### config.mk
export PLATFORM = sky130hd
export DESIGN_NAME = axilite_wb_master
export DESIGN_NICKNAME = d
export VERILOG_FILES = /design/src/rtl/axilite_wb_master.sv
export SDC_FILE = /design/constraint.sdc
export NUM_CORES = 1
export LEC_CHECK = 0
export CAP_MARGIN = 20
export CORE_ASPECT_RATIO = 1.25
export CORE_MARGIN = 10
export CORE_UTILIZATION = 30
export CTS_CLUSTER_SIZE = 10
export DETAILED_ROUTE_END_ITERATION = 8
export GPL_ROUTABILITY_DRIVEN = 0
export PLACE_DENSITY = 0.59
export SLEW_MARGIN = 20
export SYNTH_ARGS = -nofsm -noshare
export SYNTH_HDL_FRONTEND = slang
export SYNTH_SLANG_ARGS = --single-unit
### constraint.sdc
create_clock -name axis_clk -period 9.1 [get_ports axis_clk]
set_input_delay 1.82 -clock axis_clk [delete_from_list [all_inputs] [get_ports axis_clk]]
set_output_delay 1.82 -clock axis_clk [all_outputs]
set_load 0.05 [all_outputs]
### src/rtl/axilite_wb_master.sv
// rtl/axilite_wb_master.sv - AXI-Lite slave to Wishbone classic master bridge
module axilite_wb_master #(
  parameter logic [31:0] BASE_ADDR  = 32'h3000_0000,
  parameter int          ADDR_WIDTH = 12,
  parameter int          TIMEOUT    = 255
) (
  input  logic                  axis_clk,
  input  logic                  axis_rst_n,
  input  logic                  awvalid,
  output logic                  awready,
  input  logic [ADDR_WIDTH-1:0] awaddr,
  input  logic                  wvalid,
  output logic                  wready,
  input  logic [31:0]           wdata,
  input  logic                  arvalid,
  output logic                  arready,
  input  logic [ADDR_WIDTH-1:0] araddr,
  output logic                  rvalid,
  input  logic                  rready,
  output logic [31:0]           rdata,
  output logic                  wbm_cyc_o,
  output logic                  wbm_stb_o,
  output logic                  wbm_we_o,
  output logic [3:0]            wbm_sel_o,
  output logic [31:0]           wbm_adr_o,
  output logic [31:0]           wbm_dat_o,
  input  logic                  wbm_ack_i,
  input  logic [31:0]           wbm_dat_i,
  output logic                  err_o
);

  typedef enum logic [2:0] {IDLE, WR_WAIT, WB_WR, WB_RD, RD_RESP} state_t;

  state_t      state_q, state_d;
  logic        aw_cap_q, aw_cap_d, w_cap_q, w_cap_d;
  logic        rr_wr_q, rr_wr_d;
  logic [7:0]  cnt_q, cnt_d;
  logic        cyc_q, cyc_d, stb_q, stb_d, we_q, we_d;
  logic [3:0]  sel_q, sel_d;
  logic [31:0] adr_q, adr_d, dat_q, dat_d, rdata_q, rdata_d;
  logic        rvalid_q, rvalid_d, err_q, err_d;
  logic        aw_rdy, w_rdy, ar_rdy, wr_req;
  logic        aw_fire, w_fire, ar_fire;
  logic        unused_addr_lsbs;

  assign unused_addr_lsbs = ^{awaddr[1:0], araddr[1:0]};

  // rr_wr_q = 1 means a contending write wins the next IDLE arbitration
  always_comb begin
    aw_rdy = 1'b0;
    w_rdy  = 1'b0;
    ar_rdy = 1'b0;
    wr_req = awvalid | wvalid;
    if (state_q == IDLE) begin
      if (wr_req && arvalid) begin
        aw_rdy = rr_wr_q;
        w_rdy  = rr_wr_q;
        ar_rdy = ~rr_wr_q;
      end else begin
        aw_rdy = 1'b1;
        w_rdy  = 1'b1;
        ar_rdy = ~wr_req;
      end
    end else if (state_q == WR_WAIT) begin
      aw_rdy = ~aw_cap_q;
      w_rdy  = ~w_cap_q;
    end
  end

  assign awready = axis_rst_n & aw_rdy;
  assign wready  = axis_rst_n & w_rdy;
  assign arready = axis_rst_n & ar_rdy;
  assign aw_fire = awvalid & awready;
  assign w_fire  = wvalid & wready;
  assign ar_fire = arvalid & arready;

  always_comb begin
    state_d  = state_q;
    aw_cap_d = aw_cap_q;
    w_cap_d  = w_cap_q;
    rr_wr_d  = rr_wr_q;
    cnt_d    = cnt_q;
    cyc_d    = cyc_q;
    stb_d    = stb_q;
    we_d     = we_q;
    sel_d    = sel_q;
    adr_d    = adr_q;
    dat_d    = dat_q;
    rdata_d  = rdata_q;
    rvalid_d = rvalid_q;
    err_d    = 1'b0;
    case (state_q)
      IDLE, WR_WAIT: begin
        if (aw_fire) begin
          aw_cap_d = 1'b1;
          adr_d    = BASE_ADDR | 32'({awaddr[ADDR_WIDTH-1:2], 2'b00});
        end
        if (w_fire) begin
          w_cap_d = 1'b1;
          dat_d   = wdata;
        end
        if (state_q == IDLE && (aw_fire || w_fire)) rr_wr_d = ~rr_wr_q;
        if (aw_cap_d && w_cap_d) begin
          state_d = WB_WR;
          cyc_d   = 1'b1;
          stb_d   = 1'b1;
          we_d    = 1'b1;
          sel_d   = 4'hF;
          cnt_d   = 8'd0;
        end else if (aw_cap_d || w_cap_d) begin
          state_d = WR_WAIT;
        end else if (ar_fire) begin
          rr_wr_d = ~rr_wr_q;
          state_d = WB_RD;
          adr_d   = BASE_ADDR | 32'({araddr[ADDR_WIDTH-1:2], 2'b00});
          cyc_d   = 1'b1;
          stb_d   = 1'b1;
          we_d    = 1'b0;
          sel_d   = 4'hF;
          cnt_d   = 8'd0;
        end
      end
      WB_WR, WB_RD: begin
        // an ack arriving on the expiry edge still completes the access normally
        if (wbm_ack_i || cnt_q == 8'(TIMEOUT - 1)) begin
          cyc_d = 1'b0;
          stb_d = 1'b0;
          we_d  = 1'b0;
          sel_d = 4'h0;
          err_d = ~wbm_ack_i;
          if (state_q == WB_WR) begin
            state_d  = IDLE;
            aw_cap_d = 1'b0;
            w_cap_d  = 1'b0;
          end else begin
            state_d  = RD_RESP;
            rvalid_d = 1'b1;
            rdata_d  = wbm_ack_i ? wbm_dat_i : 32'hFFFF_FFFF;
          end
        end else begin
          cnt_d = cnt_q + 8'd1;
        end
      end
      RD_RESP: begin
        if (rready) begin
          rvalid_d = 1'b0;
          state_d  = IDLE;
        end
      end
      default: state_d = IDLE;
    endcase
  end

  always_ff @(posedge axis_clk or negedge axis_rst_n) begin
    if (!axis_rst_n) begin
      state_q  <= IDLE;
      aw_cap_q <= 1'b0;
      w_cap_q  <= 1'b0;
      rr_wr_q  <= 1'b0;
      cnt_q    <= 8'd0;
      cyc_q    <= 1'b0;
      stb_q    <= 1'b0;
      we_q     <= 1'b0;
      sel_q    <= 4'h0;
      adr_q    <= 32'd0;
      dat_q    <= 32'd0;
      rdata_q  <= 32'd0;
      rvalid_q <= 1'b0;
      err_q    <= 1'b0;
    end else begin
      state_q  <= state_d;
      aw_cap_q <= aw_cap_d;
      w_cap_q  <= w_cap_d;
      rr_wr_q  <= rr_wr_d;
      cnt_q    <= cnt_d;
      cyc_q    <= cyc_d;
      stb_q    <= stb_d;
      we_q     <= we_d;
      sel_q    <= sel_d;
      adr_q    <= adr_d;
      dat_q    <= dat_d;
      rdata_q  <= rdata_d;
      rvalid_q <= rvalid_d;
      err_q    <= err_d;
    end
  end

  assign wbm_cyc_o = cyc_q;
  assign wbm_stb_o = stb_q;
  assign wbm_we_o  = we_q;
  assign wbm_sel_o = sel_q;
  assign wbm_adr_o = adr_q;
  assign wbm_dat_o = dat_q;
  assign rvalid    = rvalid_q;
  assign rdata     = rdata_q;
  assign err_o     = err_q;

endmodule
Word-level counts from Yosys, hierarchy flattened
Cells that the tools add are included.
{"block": "op_classes", "n_addsub": 1, "n_eq_ne": 13, "muxes": 56, "bitwise": 13, "n_reduce_logical": 18}
{"cell": "2-to-1 mux 32 bit", "count": 5}
{"cell": "2-to-1 mux 8 bit", "count": 4}
{"cell": "2-to-1 mux 1 bit", "count": 29}
{"cell": "2-to-1 mux 3 bit", "count": 6}
{"cell": "2-to-1 mux 4 bit", "count": 4}
{"cell": "one-hot mux 8 bit (2 select lines)", "count": 1}
{"cell": "AND reduction 4 bit", "count": 3}
{"cell": "inequality test 2 bit (second input constant)", "count": 5}
{"cell": "one-hot mux 1 bit (2 select lines)", "count": 5}
{"cell": "one-hot mux 3 bit (3 select lines)", "count": 1}
{"cell": "AND reduction 3 bit", "count": 3}
{"cell": "adder 8 x 1 -> 8 bit (second input constant)", "count": 1}
{"cell": "equality test 8 bit (second input constant)", "count": 1}
{"cell": "one-hot mux 4 bit (2 select lines)", "count": 1}
{"cell": "bitwise AND 1 bit", "count": 6}
{"cell": "equality test 3 x 2 -> 1 bit (second input constant)", "count": 2}
{"cell": "inequality test 3 bit (second input constant)", "count": 2}
{"cell": "NOT 1 bit", "count": 6}
{"cell": "inequality test 4 bit (second input constant)", "count": 1}
{"cell": "nonzero test 2 bit", "count": 2}
{"cell": "OR reduction 2 bit", "count": 2}
{"cell": "equality test 3 x 1 -> 1 bit (second input constant)", "count": 1}
{"cell": "equality test 3 bit (second input constant)", "count": 1}
{"cell": "logical AND 1 bit", "count": 3}
{"cell": "other kinds (4)", "count": 6}
{"block": "word_totals", "reg_bits": 118, "in_bits": 95, "elab_cells": 114}

Logic depth before layout (Yosys ltp)
Gate-level depths: netlist (run 1).
{"block": "logic_depth", "depth_word": 12, "depth_mapped": 11, "depth_no_buf": 11}

Least setup slack after synthesis (run 1)
No wires, ideal clock.
{"block": "synth_path", "path_kind": "input to output", "start": "input port axis_rst_n", "end": "output port arready", "arrival_ps": 3414, "setup_slack_ps": 3866, "cell_stages": 2, "n_path_buf": 0, "path_cell_list": "or3b_1 -> a211oi_1"}
{"block": "synth_via", "elab_chain_len": 1}
{"element": "from (decl)", "line": "8", "source": "input logic axis_rst_n,"}
{"element": "bitwise AND 1 bit", "line": "72", "source": "assign arready = axis_rst_n & ar_rdy;"}
{"element": "to (decl)", "line": "16", "source": "output logic arready,"}
No other way between the ends.

Worst setup path in the final report (run 1)
{"block": "layout_path", "start": "input port axis_rst_n", "end": "output port wready"}
{"block": "layout_via", "elab_chain_len": 1}
{"element": "bitwise AND 1 bit", "line": "71", "source": "assign wready = axis_rst_n & w_rdy;"}
{"element": "to (decl)", "line": "13", "source": "output logic wready,"}
No other way between the ends.

==> results of run 1 <==
final cells by class:
| cell class | instances | area [um2] |
|---|---|---|
| repair buffers | 201 | 2010 |
| multi-input cells | 194 | 1510 |
| flip-flops and latches | 114 | 2850 |
| clock inverters | 8 | 124 |
| fillers | 1370 | 7600 |
| inverters | 18 | 67.6 |
| clock buffers | 24 | 502 |
| well taps | 182 | 228 |
worst register-to-register path: stages, from the launching register on:
cell       delay [ns]
dfrtp_1          0.53
nor3b_1          0.40
a21oi_1          0.16
nand3_2          0.65
nand2b_1         0.18
ha_1             0.31
nand2b_1         0.19
or4b_1           0.90
and2_4           0.42
a2111oi_4        0.36
xor2_1           0.17
path summary, 6_finish.rpt:
kind	end	slack, ns	cells past startpoint
worst max-delay path	wready	3.22	5
worst min-delay path	wbm_adr_o[28]$_DFFE_PN0N_	0.47	1
worst max register to register	rr_wr_q$_DFFE_PN0N_	4.75	10
worst min register to register	wbm_adr_o[28]$_DFFE_PN0N_	0.47	1
max in group asynchronous	wbm_adr_o[18]$_DFFE_PN0N_	6.39	2
min in group asynchronous	wbm_dat_o[2]$_DFFE_PN0P_	1.48	1
per-layer routing:
layer  GRT usage [%]  routed length, um  vias up
met5               0                  0        -
met4            4.83                164        0
met3            7.24               1490       13
met2            21.9               6630      128
met1            13.5               5180     1708
li1                -                  -     1670
kinds of logic after synthesis:
group / after synthesis / share of synthesized area (%)
buf+inv: 43 / 4.20
simple gates: 68 / 9.16
flops: 114 / 62.9
fa+ha+maj: 4 / 1.10
mux: 32 / 7.95
compound gates: 89 / 14.5
xor+xnor: 1 / 0.193
stage by stage:
stage | setup slack [ns] | power [mW]
final | 3.22 | 2.93
after global placement | 2.90 | 2.23
after floorplan | 3.87 | 1.76
after detailed placement | 2.76 | 2.26
after global routing | 2.78 | 3.08
after CTS | 3.18 | 2.96
power by group:
part	leakage (nW)	switching [mW]	internal (mW)	total, mW
logic	1.45	0.914	0.520	1.43
clock network	0.302	0.224	0.466	0.690
registers	1.35	0.116	0.688	0.804
total	3.10	1.25	1.67	2.93
state kept, by name, indices dropped and copies added, names as in the netlist:
signal     cells
w_cap_q        1
wbm_we_o       1
aw_cap_q       1
err_o          1
rdata         32
cnt_q          8
wbm_dat_o     32
wbm_adr_o     32
state_q        3
rr_wr_q        1
wbm_sel_o      1
rvalid         1
synth_stat cells, drive strengths merged (2+ instances only):
master    n  share of area, %
a211oi    3              0.50
a21o      2              0.33
a21oi    24               2.6
and3     21               2.9
buf      13               1.7
clkbuf   12              0.99
dfrtp   114                63
ha        4               1.1
inv      18               1.5
mux2     32               7.9
nand2     7              0.58
nand2b    7              0.97
nand3     3              0.44
nand4     2              0.28
nor2      7              0.58
nor3      3              0.33
o21a      2              0.33
o21ai     3              0.33
o22a     33               6.4
o22ai    10               1.4
o31ai     7               1.2
or2       3              0.41
or3       2              0.28
or4       5              0.83
==> results.py, run 1 <==
metrics = {
    "yosys": {
        "synth_ff_type": "dfrtp_1",
        "postSynthAreaPerCell_um2": 12.9,
        "yosysWarnings": 0,
        "syn_inst": 351,
        "synth_edf_count": 0,
        "synth_cell_types": 40,
        "ys_seq_elements": 114,
        "ys_seq_area_share_pct": 62.9,
        "async_flop_share_pct": 100,
        "synthesis.area_mm2": 0.00453,
        "syn-num-nets": 450,
    },
    "worst_hold_path": {
        "hp-start": "wbm_adr_o[28]$_DFFE_PN0N_",
        "hp-class": "flop to flop",
    },
    "setup_path": {
        "crit_family": "buffers and inverters",
        "cp_max_fo": 59,
        "r2r_start": "state_q[0]$_DFFE_PN0P_",
        "cp-start-kind": "input pin",
        "worst-path-buf-inv": 2,
        "crit_slowest_cell": "clkdlybuf4s50_1",
        "critical_path_class": "input pin to primary output",
        "end_kind": "primary output",
        "startpoint": "axis_rst_n",
        "slowest_delay_ns": 0.85,
        "worstPathArrival_ns": 4.06,
        "worstPathCellList": "buf_4 -> or3b_1 -> a21o_1 -> a21oi_1 -> clkdlybuf4s50_1",
        "cp.required_ns": 7.28,
    },
    "placement": {
        "dpl-instance-area_mm2": 0.00666,
        "dpl.hpwl_um": 10000,
        "place_inst": 709,
        "numPortBuffers": 198,
    },
    "grt": {
        "antenna_found_initial": 0,
        "grt_pass1_vias": 3868,
        "grt_usage_pct": 13.2,
        "grt_pass1_wl_um": 20900,
        "grt_max_degree": 60,
        "grt_overflow": 0,
    },
    "clocking": {
        "clockBufferDepth": 2,
        "numCtsBuffers": 17,
        "cts-root-buf": "clkbuf_16",
        "clock_sinks": 114,
        "cts_setup_buffers": 0,
        "clock_latency_ns": 0.41,
        "cts_tree": "built",
        "cts_resized": 0,
        "cts_hold_buffers": 0,
        "htree_levels": 4,
        "clk_pin_slew_ns": 0.05,
    },
    "sta": {
        "period_share_pct": 64.6,
        "clock.fmax_mhz": 170,
        "rsz0062_at_grt": "no",
        "fin_worst_skew_ns": 0.00836,
        "relSlewSlack_pct": 40.0,
        "finalSetupTns_ns": 0,
        "final-setup-viol-count": 0,
        "post-route-min-period_ns": 5.88,
        "slew_viol_final": 0,
        "holdWs_ns": 0.471,
        "worst_pin_slew_ns": 0.899,
        "finalHoldViolations": 0,
    },
    "cells_and_area": {
        "areaGrowthSynthToFinish_pct": 60.8,
        "finalInstanceArea_mm2": 0.00729,
        "stdcell_count": 741,
        "antenna_cells": 0,
        "layout_common_cells": "197 x clkdlybuf4s50_1, 114 x dfrtp_1, 33 x o22a_1, 32 x mux2_2, 24 x a21oi_1",
        "layout-drive-gt1-share_pct": 13.4,
        "nets": 645,
        "final_util_pct": 49.0,
        "final_common_cell": "clkdlybuf4s50_1",
    },
    "floorplan": {
        "die_h_um": 157,
        "die_area_mm2": 0.0205,
        "core-area_mm2": 0.0149,
        "fp.dieW_um": 130,
        "pin_count": 203,
        "start_util_pct": 30.4,
        "rows": 50,
    },
    "power": {
        "powerDensity_mw_per_mm2": 402,
        "ir_drop_mv": 0.196,
        "power_leakage_nw": 3.10,
    },
    "run_status": {
        "run_status": "completed",
    },
    "routing": {
        "wl_per_cell_um": 18.2,
        "drtPass1Iterations": 4,
        "drc_errors": 0,
        "vias": 3519,
        "drt_wl_total_um": 13500,
        "postRouteAntennaNets": 0,
        "drt_iter0_drc": 142,
        "vias_per_cell": 4.75,
    },
    "run": {
        "drv_cap": 0,
    },
}
Power figures use the tool's default switching activity.
==> inputs of run 2 (changes only) <==
==> constraint.sdc (replaced) <==
create_clock -name axis_clk -period 5.7 [get_ports axis_clk]
set_input_delay 1.14 -clock axis_clk [delete_from_list [all_inputs] [get_ports axis_clk]]
set_output_delay 1.14 -clock axis_clk [all_outputs]
set_load 0.05 [all_outputs]
==> results.py, run 2 (synthesis results as in run 1) <==
metrics = {
    "floorplan": {
        "fp.dieW_um": 130,
        "start_util_pct": 30.4,
        "rows": 50,
        "die_area_mm2": 0.0205,
        "core-area_mm2": 0.0149,
        "pin_count": 203,
        "die_h_um": 157,
    },
    "clocking": {
        "clock_latency_ns": 0.41,
        "clk_pin_slew_ns": 0.05,
        "clock_sinks": 114,
        "cts_setup_buffers": 0,
        "cts_hold_buffers": 0,
        "cts_tree": "built",
        "numCtsBuffers": 17,
        "htree_levels": 4,
        "clockBufferDepth": 2,
        "cts-root-buf": "clkbuf_16",
        "cts_resized": 0,
    },
    "cells_and_area": {
        "areaGrowthSynthToFinish_pct": 61.5,
        "nets": 649,
        "final_util_pct": 49.2,
        "final_common_cell": "clkdlybuf4s50_1",
        "layout-drive-gt1-share_pct": 14.0,
        "n_fill_cell": 1360,
        "finalInstanceArea_mm2": 0.00732,
        "layout_common_cells": "197 x clkdlybuf4s50_1, 114 x dfrtp_1, 33 x o22a_1, 32 x mux2_2, 24 x a21oi_1",
        "antenna_cells": 0,
    },
    "sta": {
        "rsz0062_at_grt": "no",
        "post-route-min-period_ns": 4.25,
        "period_share_pct": 74.5,
        "final-setup-viol-count": 0,
        "finalHoldViolations": 0,
        "finalSetupTns_ns": 0,
        "worst_pin_slew_ns": 0.813,
        "clock.fmax_mhz": 235,
        "fin_worst_skew_ns": 0.00914,
        "slew_viol_final": 0,
        "relSlewSlack_pct": 45.8,
    },
    "run_status": {
        "run_status": "completed",
    },
    "routing": {
        "wl_met1_um": 5280,
        "vias": 3548,
        "drt_wl_total_um": 13600,
        "vias_per_cell": 4.76,
        "met2WireLength_um": 6710,
        "postRouteAntennaNets": 0,
        "drtPass1Iterations": 4,
        "met3WireLength_um": 1400,
        "wl_per_cell_um": 18.2,
        "drt_iter0_drc": 169,
        "highest_layer": "met4",
        "drc_errors": 0,
    },
    "run": {
        "drv_cap": 0,
    },
    "grt": {
        "grt_max_degree": 65,
        "grt_overflow": 0,
        "grt_usage_pct": 13.4,
        "antenna_found_initial": 0,
        "grt_pass1_wl_um": 21300,
        "grt_pass1_vias": 3875,
    },
    "placement": {
        "dpl-instance-area_mm2": 0.00668,
        "dpl.hpwl_um": 10000,
        "numPortBuffers": 198,
    },
    "setup_path": {
        "cp_max_fo": 3,
        "worstPathArrival_ns": 3.11,
        "end_kind": "primary output",
        "cp-start-kind": "input pin",
        "critical_path_class": "input pin to primary output",
        "cp.required_ns": 4.56,
    },
    "worst_hold_path": {
        "hp-class": "flop to flop",
    },
    "power": {
        "powerDensity_mw_per_mm2": 644,
        "ir_drop_mv": 0.297,
        "power_leakage_nw": 3.14,
    },
}
run 2: metrics by stage:
stage | setup WS (ns) | hold WS, ns | instances | total power, mW
final | 1.45 | 0.465 | 745 | 4.71
after global routing | 1.34 | 0.499 | 745 | 4.96
after CTS | 1.47 | 0.467 | 745 | 4.78
after detailed placement | 1.21 | 0.451 | 713 | 3.62
after global placement | 1.25 | 0.450 | 713 | 3.58
after floorplan | 1.83 | 0.476 | 351 | 2.80
run 2: final timing paths:
check	start	to	slack, ns	cells past startpoint
max in group asynchronous	axis_rst_n	wbm_adr_o[16]$_DFFE_PN0N_	3.60	3
worst max-delay path	wvalid	wready	1.45	5
worst min-delay path	wbm_adr_o[29]$_DFFE_PN0N_	wbm_adr_o[29]$_DFFE_PN0N_	0.46	1
worst max register to register	state_q[0]$_DFFE_PN0P_	rr_wr_q$_DFFE_PN0N_	2.27	11
worst min register to register	wbm_adr_o[29]$_DFFE_PN0N_	wbm_adr_o[29]$_DFFE_PN0N_	0.46	1
min in group asynchronous	axis_rst_n	wbm_dat_o[12]$_DFFE_PN0P_	0.94	2
run 2: critical path, stage by stage:
cell,delay [ns]
clkdlybuf4s50_1,0.47
or2_2,0.34
a21o_1,0.18
a21oi_1,0.13
clkdlybuf4s50_1,0.85
run 2: metal layers:
layer	track usage, %	up-vias
li1	-	1675
met1	14.5	1731
met2	21.8	129
met3	7.00	13
met4	4.72	0
met5	0	-
run 2: power by group:
part	switching, mW	internal, mW	total [mW]
sequential	0.185	1.10	1.28
clock	0.363	0.774	1.14
combinational	1.46	0.835	2.29
run 2: layout make-up:
class                      instances  area, um2  area share, %
inverter                          18       67.6          0.923
tap                              182        228           3.11
clock inverter                    10        154           2.10
sequential                       114       2850           39.0
multi-input combinational        194       1500           20.5
clock buffer                      22        484           6.61
timing repair buffer             205       2030           27.8
